[src/rtl/multi_xfer_sequencer.sv]
// multi_xfer_sequencer: walks a register mask and moves one word per set bit between RF and memory
module multi_xfer_sequencer #(
  parameter int NREG = 8,
  parameter int DW = 16,
  parameter int AW = 16,
  parameter int ADDR_STEP = 1,
  localparam int RAW = $clog2(NREG),
  localparam int CW = $clog2(NREG + 1)
) (
  input  logic            clk,
  input  logic            proc_rst,
  input  logic            start,
  input  logic            mode,
  input  logic [NREG-1:0] mask,
  input  logic [AW-1:0]   base_addr,
  output logic            busy,
  output logic            done,
  output logic [CW-1:0]   xfer_count,
  output logic [AW-1:0]   end_addr,
  output logic            mem_req,
  output logic            mem_we,
  output logic [AW-1:0]   mem_addr,
  output logic [DW-1:0]   mem_wdata,
  input  logic [DW-1:0]   mem_rdata,
  input  logic            mem_ack,
  output logic [RAW-1:0]  rf_raddr,
  input  logic [DW-1:0]   rf_rdata,
  output logic            rf_we,
  output logic [RAW-1:0]  rf_waddr,
  output logic [DW-1:0]   rf_wdata
);
  typedef enum logic [2:0] {IDLE, SCAN, REQ, WB, DONE} state_t;
  state_t state, state_nx;
  logic mode_r;
  logic [NREG-1:0] mask_r;
  logic [AW-1:0] addr_r;
  logic [RAW-1:0] idx, low_idx;
  logic [CW-1:0] count;
  logic [DW-1:0] rdata_r;
  logic advance;
  always_comb begin
    low_idx = '0;
    for (int i = NREG - 1; i >= 0; i--)
      if (mask_r[i]) low_idx = RAW'(i);
  end
  always_comb begin
    state_nx = state;
    unique case (state)
      IDLE:    state_nx = start ? SCAN : IDLE;
      SCAN:    state_nx = (mask_r == '0) ? DONE : REQ;
      REQ:     state_nx = !mem_ack ? REQ : mode_r ? SCAN : WB;
      WB:      state_nx = SCAN;
      DONE:    state_nx = IDLE;
      default: state_nx = IDLE;
    endcase
  end
  // idx is still the lowest set bit here, so m & (m-1) retires exactly mask[idx]
  assign advance = (state == REQ && mem_ack && mode_r) || state == WB;
  always_ff @(posedge clk or negedge proc_rst) begin
    if (!proc_rst) begin
      state   <= IDLE;
      mode_r  <= 1'b0;
      mask_r  <= '0;
      addr_r  <= '0;
      idx     <= '0;
      count   <= '0;
      rdata_r <= '0;
    end else begin
      state <= state_nx;
      if (state == IDLE && start) begin
        mode_r <= mode;
        mask_r <= mask;
        addr_r <= base_addr;
        count  <= '0;
      end
      if (state == SCAN) idx <= low_idx;
      if (state == REQ && mem_ack && !mode_r) rdata_r <= mem_rdata;
      if (advance) begin
        mask_r <= mask_r & (mask_r - NREG'(1));
        addr_r <= addr_r + AW'(ADDR_STEP);
        count  <= count + CW'(1);
      end
    end
  end
  assign busy       = state != IDLE;
  assign done       = state == DONE;
  assign mem_req    = state == REQ;
  assign mem_we     = mem_req & mode_r;
  assign mem_addr   = mem_req ? addr_r : '0;
  assign mem_wdata  = mem_req ? rf_rdata : '0;
  assign rf_raddr   = idx;
  assign rf_we      = state == WB;
  assign rf_waddr   = rf_we ? idx : '0;
  assign rf_wdata   = rf_we ? rdata_r : '0;
  assign xfer_count = count;
  assign end_addr   = addr_r;
endmodule

[config.mk]
export PLATFORM = sky130hd
export DESIGN_NAME = multi_xfer_sequencer
export DESIGN_NICKNAME = d
export VERILOG_FILES = /design/src/rtl/multi_xfer_sequencer.sv
export SDC_FILE = /design/constraint.sdc
export NUM_CORES = 1
export LEC_CHECK = 0
export ABC_AREA = 1
export CORE_MARGIN = 4
export CORE_UTILIZATION = 30
export DETAILED_ROUTE_END_ITERATION = 12
export PLACE_DENSITY = 0.69
export RECOVER_POWER = 50
export SLEW_MARGIN = 0
export SYNTH_ARGS = -nofsm -noshare
export SYNTH_HDL_FRONTEND = slang
export SYNTH_SLANG_ARGS = --single-unit
[constraint.sdc]
create_clock -name clk -period 2.01 [get_ports clk]
set_input_delay 0.3015 -clock clk [delete_from_list [all_inputs] [get_ports clk]]
set_output_delay 0.3015 -clock clk [all_outputs]
set_load 0.03 [all_outputs]
==> results.cfg <==
[drt]
drt-total-wl_um = 9230
drt-initial-drc-count = 169
wl_per_cell_um = 13.0
avgViaCountPerCell = 4.42
ant_nets = 0
drt_first_pass_iters = 4
vias = 3126
drc = 0

[yosys]
yosysUniqueCellTypes = 33
syn-num-nets = 498
synth_most_common_cell = nor2_1
avgSynthCellArea_sq_um = 7.18
ys_seq_area_frac = 0.408
synth_edf_count = 0
syn_inst = 435
synth_area_leader_cell = dfrtp_1
ys.flop_type = dfrtp_1
postSynthRegisterBits = 51
async_flop_share = 1.00
ys_warn_count = 0
synth_top_area_frac = 0.408
synthTopCellsByArea = dfrtp_1, nor2_1, nand2_1, inv_1, a21oi_2
synth_commonest_cells = nor2_1, nand2_1, inv_1
synth_area_sq_um = 3120

[placement]
dp_hpwl_um = 6970
io_buffers = 139
routabilityCongestion = 0.801
placedCellCount = 700

[global_routing]
grt_overflow = 0
grt_usage = 0.149
grt_max_degree = 52
antenna_found_initial = 0
grt_pass1_vias = 3124
grt_pass1_wl_um = 14400

[pwr]
totalPowerFinal_uw = 6980
power.density_nw_per_um2 = 1530
p_leak_uw = 0.00230
irDropWorstVdd_v = 0.000811

[worst_setup_path]
reg2reg_from = state[2]
reg2reg_to = rdata_r[8]
cp-end-kind = output port
rr_worst_depth = 7
cp.arrival_ps = 1590
critPathKind = register to output port
worst-r2r-setup-slack_ps = 210
worstSetupStartpointType = register
cp_max_fo = 19
worstPathRequired_ps = 1710

[cells_and_area]
multi_input_area_sq_um = 1430
stdcell_count = 708
final_net_count = 637
num_antenna_cells = 0
seq_area_sq_um = 1280
fill_cells = 1000
drive_gt1_frac = 0.167
syn2layout_area_growth_pct = 46.3

[floorplanning]
fp.dieH_um = 110
start_util = 0.314
ios = 140
fp-row-count = 36
dieArea_sq_um = 12100
die-width_um = 110
core_area_sq_um = 9950

[flow_run]
drv_cap = 0

[clock_network]
clock_path_buffers = 2
numCtsBuffers = 5
cts_hold_buffers = 0
clk_pin_slew_ps = 90
cts_root_buffer = clkbuf_8
cts_tree = built
htree_levels = 2
clock-sinks = 51
clock_latency_ps = 300

[sta]
finalCritPeriodShare = 0.940
finClkSkew_ps = 8.24
setup_tns_ps = 0
slew_headroom = 0.136
post-route-min-period_ps = 1890
setup_viol = 0
finalHoldViolCount = 0
fmax_mhz = 529
drv_slew = 0
tightest_slew_ps = 1300

[min_path]
hp-class = input pin to asynchronous set/reset pin

[status]
status = completed
per-stage QoR:
| stage | hold slack (ps) | cell area [sq um] | setup slack [ps] | util |
|---|---|---|---|---|
| final | 359 | 4570 | 120 | 0.459 |
| after global routing | 476 | 4570 | -5.60 | 0.459 |
| after CTS | 135 | 4650 | 5.59 | 0.467 |
| after detailed placement | 466 | 4570 | 136 | 0.459 |
| after global placement | 465 | 4570 | 159 | 0.459 |
| after floorplan | 5.91 | 3130 | 104 | - |
worst max-delay path by stage:
stage | startpoint | to | slack, ps | depth (start not counted)
final | state[2] | rf_wdata[10] | 120 | 6
after detailed placement | state[0] | rf_wdata[13] | 140 | 5
after floorplan | state[2] | rf_wdata[10] | 100 | 6
after global routing | state[2] | rf_waddr[0] | -6 | 6
after global placement | rf_rdata[15] | mem_wdata[15] | 160 | 4
after CTS | state[1] | done | 6 | 2
cells in the final DEF, fill, tap and decap left out, types with 2 or more instances in the layout:
cell / count
a21oi_1: 4
a21oi_2: 16
a22o_1: 2
buf_12: 2
buf_4: 35
clkbuf_2: 12
clkbuf_8: 7
clkdlybuf4s15_1: 6
clkdlybuf4s50_1: 82
dfrtp_1: 51
dlygate4sd2_1: 4
ha_1: 2
inv_1: 69
inv_2: 6
nand2_1: 86
nand2_2: 2
nand2_4: 2
nand3_1: 25
nand4_1: 4
nor2_1: 101
nor2_2: 7
nor2_4: 3
o211ai_1: 5
o21ai_0: 22
o22ai_1: 2
xor2_1: 3
cell type report:
| class | instances | area share |
|---|---|---|
| flip-flops and latches | 51 | 0.279 |
| clock buffers | 7 | 0.0211 |
| inverters | 75 | 0.0616 |
| repair buffers | 145 | 0.287 |
| well taps | 133 | 0.0364 |
| multi-input cells | 296 | 0.313 |
| clock inverters | 1 | 0.00164 |
what timing repair did:
action	4_1_cts	5_1_grt
gates resized for setup	23	31
setup buffers	0	0
endpoints found under the setup margin	23	52
worst max-delay path, cell delays in order (launching register included):
cell and delay (ps):
dfrtp_1 390, inv_1 70, nand2_1 70, nor2_2 120, inv_2 140, nor2_1 110, dlygate4sd2_1 400
flip-flops by register name (all words and copies together) (netlist names):
| register | count |
|---|---|
| xfer_count | 4 |
| rf_raddr | 3 |
| mask_r | 8 |
| mode_r | 1 |
| rdata_r | 16 |
| end_addr | 16 |
| state | 3 |
where the power goes:
group / internal [uW] / switching, uW / total (uW)
Clock: 314 / 334 / 647
Sequential: 1490 / 418 / 1910
Combinational: 1570 / 2860 / 4430
Total: 3370 / 3620 / 6980
kinds of logic (layout without fill, tap and decap cells):
family                     Yosys count  in the layout  synth area share
buffers and inverters               88            228             0.123
DFF                                 51             51             0.408
and+or+nand+nor                    235            235             0.332
xor gates and xnor gates             4              4            0.0112
adders and majority gates            2              2           0.00801
AOI/OAI and AO/OA                   55             55             0.117
routing by layer:
metal	up-vias	GRT usage	wire length [um]
li1	1621	-	-
met1	1383	0.195	4230
met2	113	0.253	4320
met3	9	0.0233	605
met4	0	0.0445	75
met5	-	0	0
(Power assumes the default switching activity.)
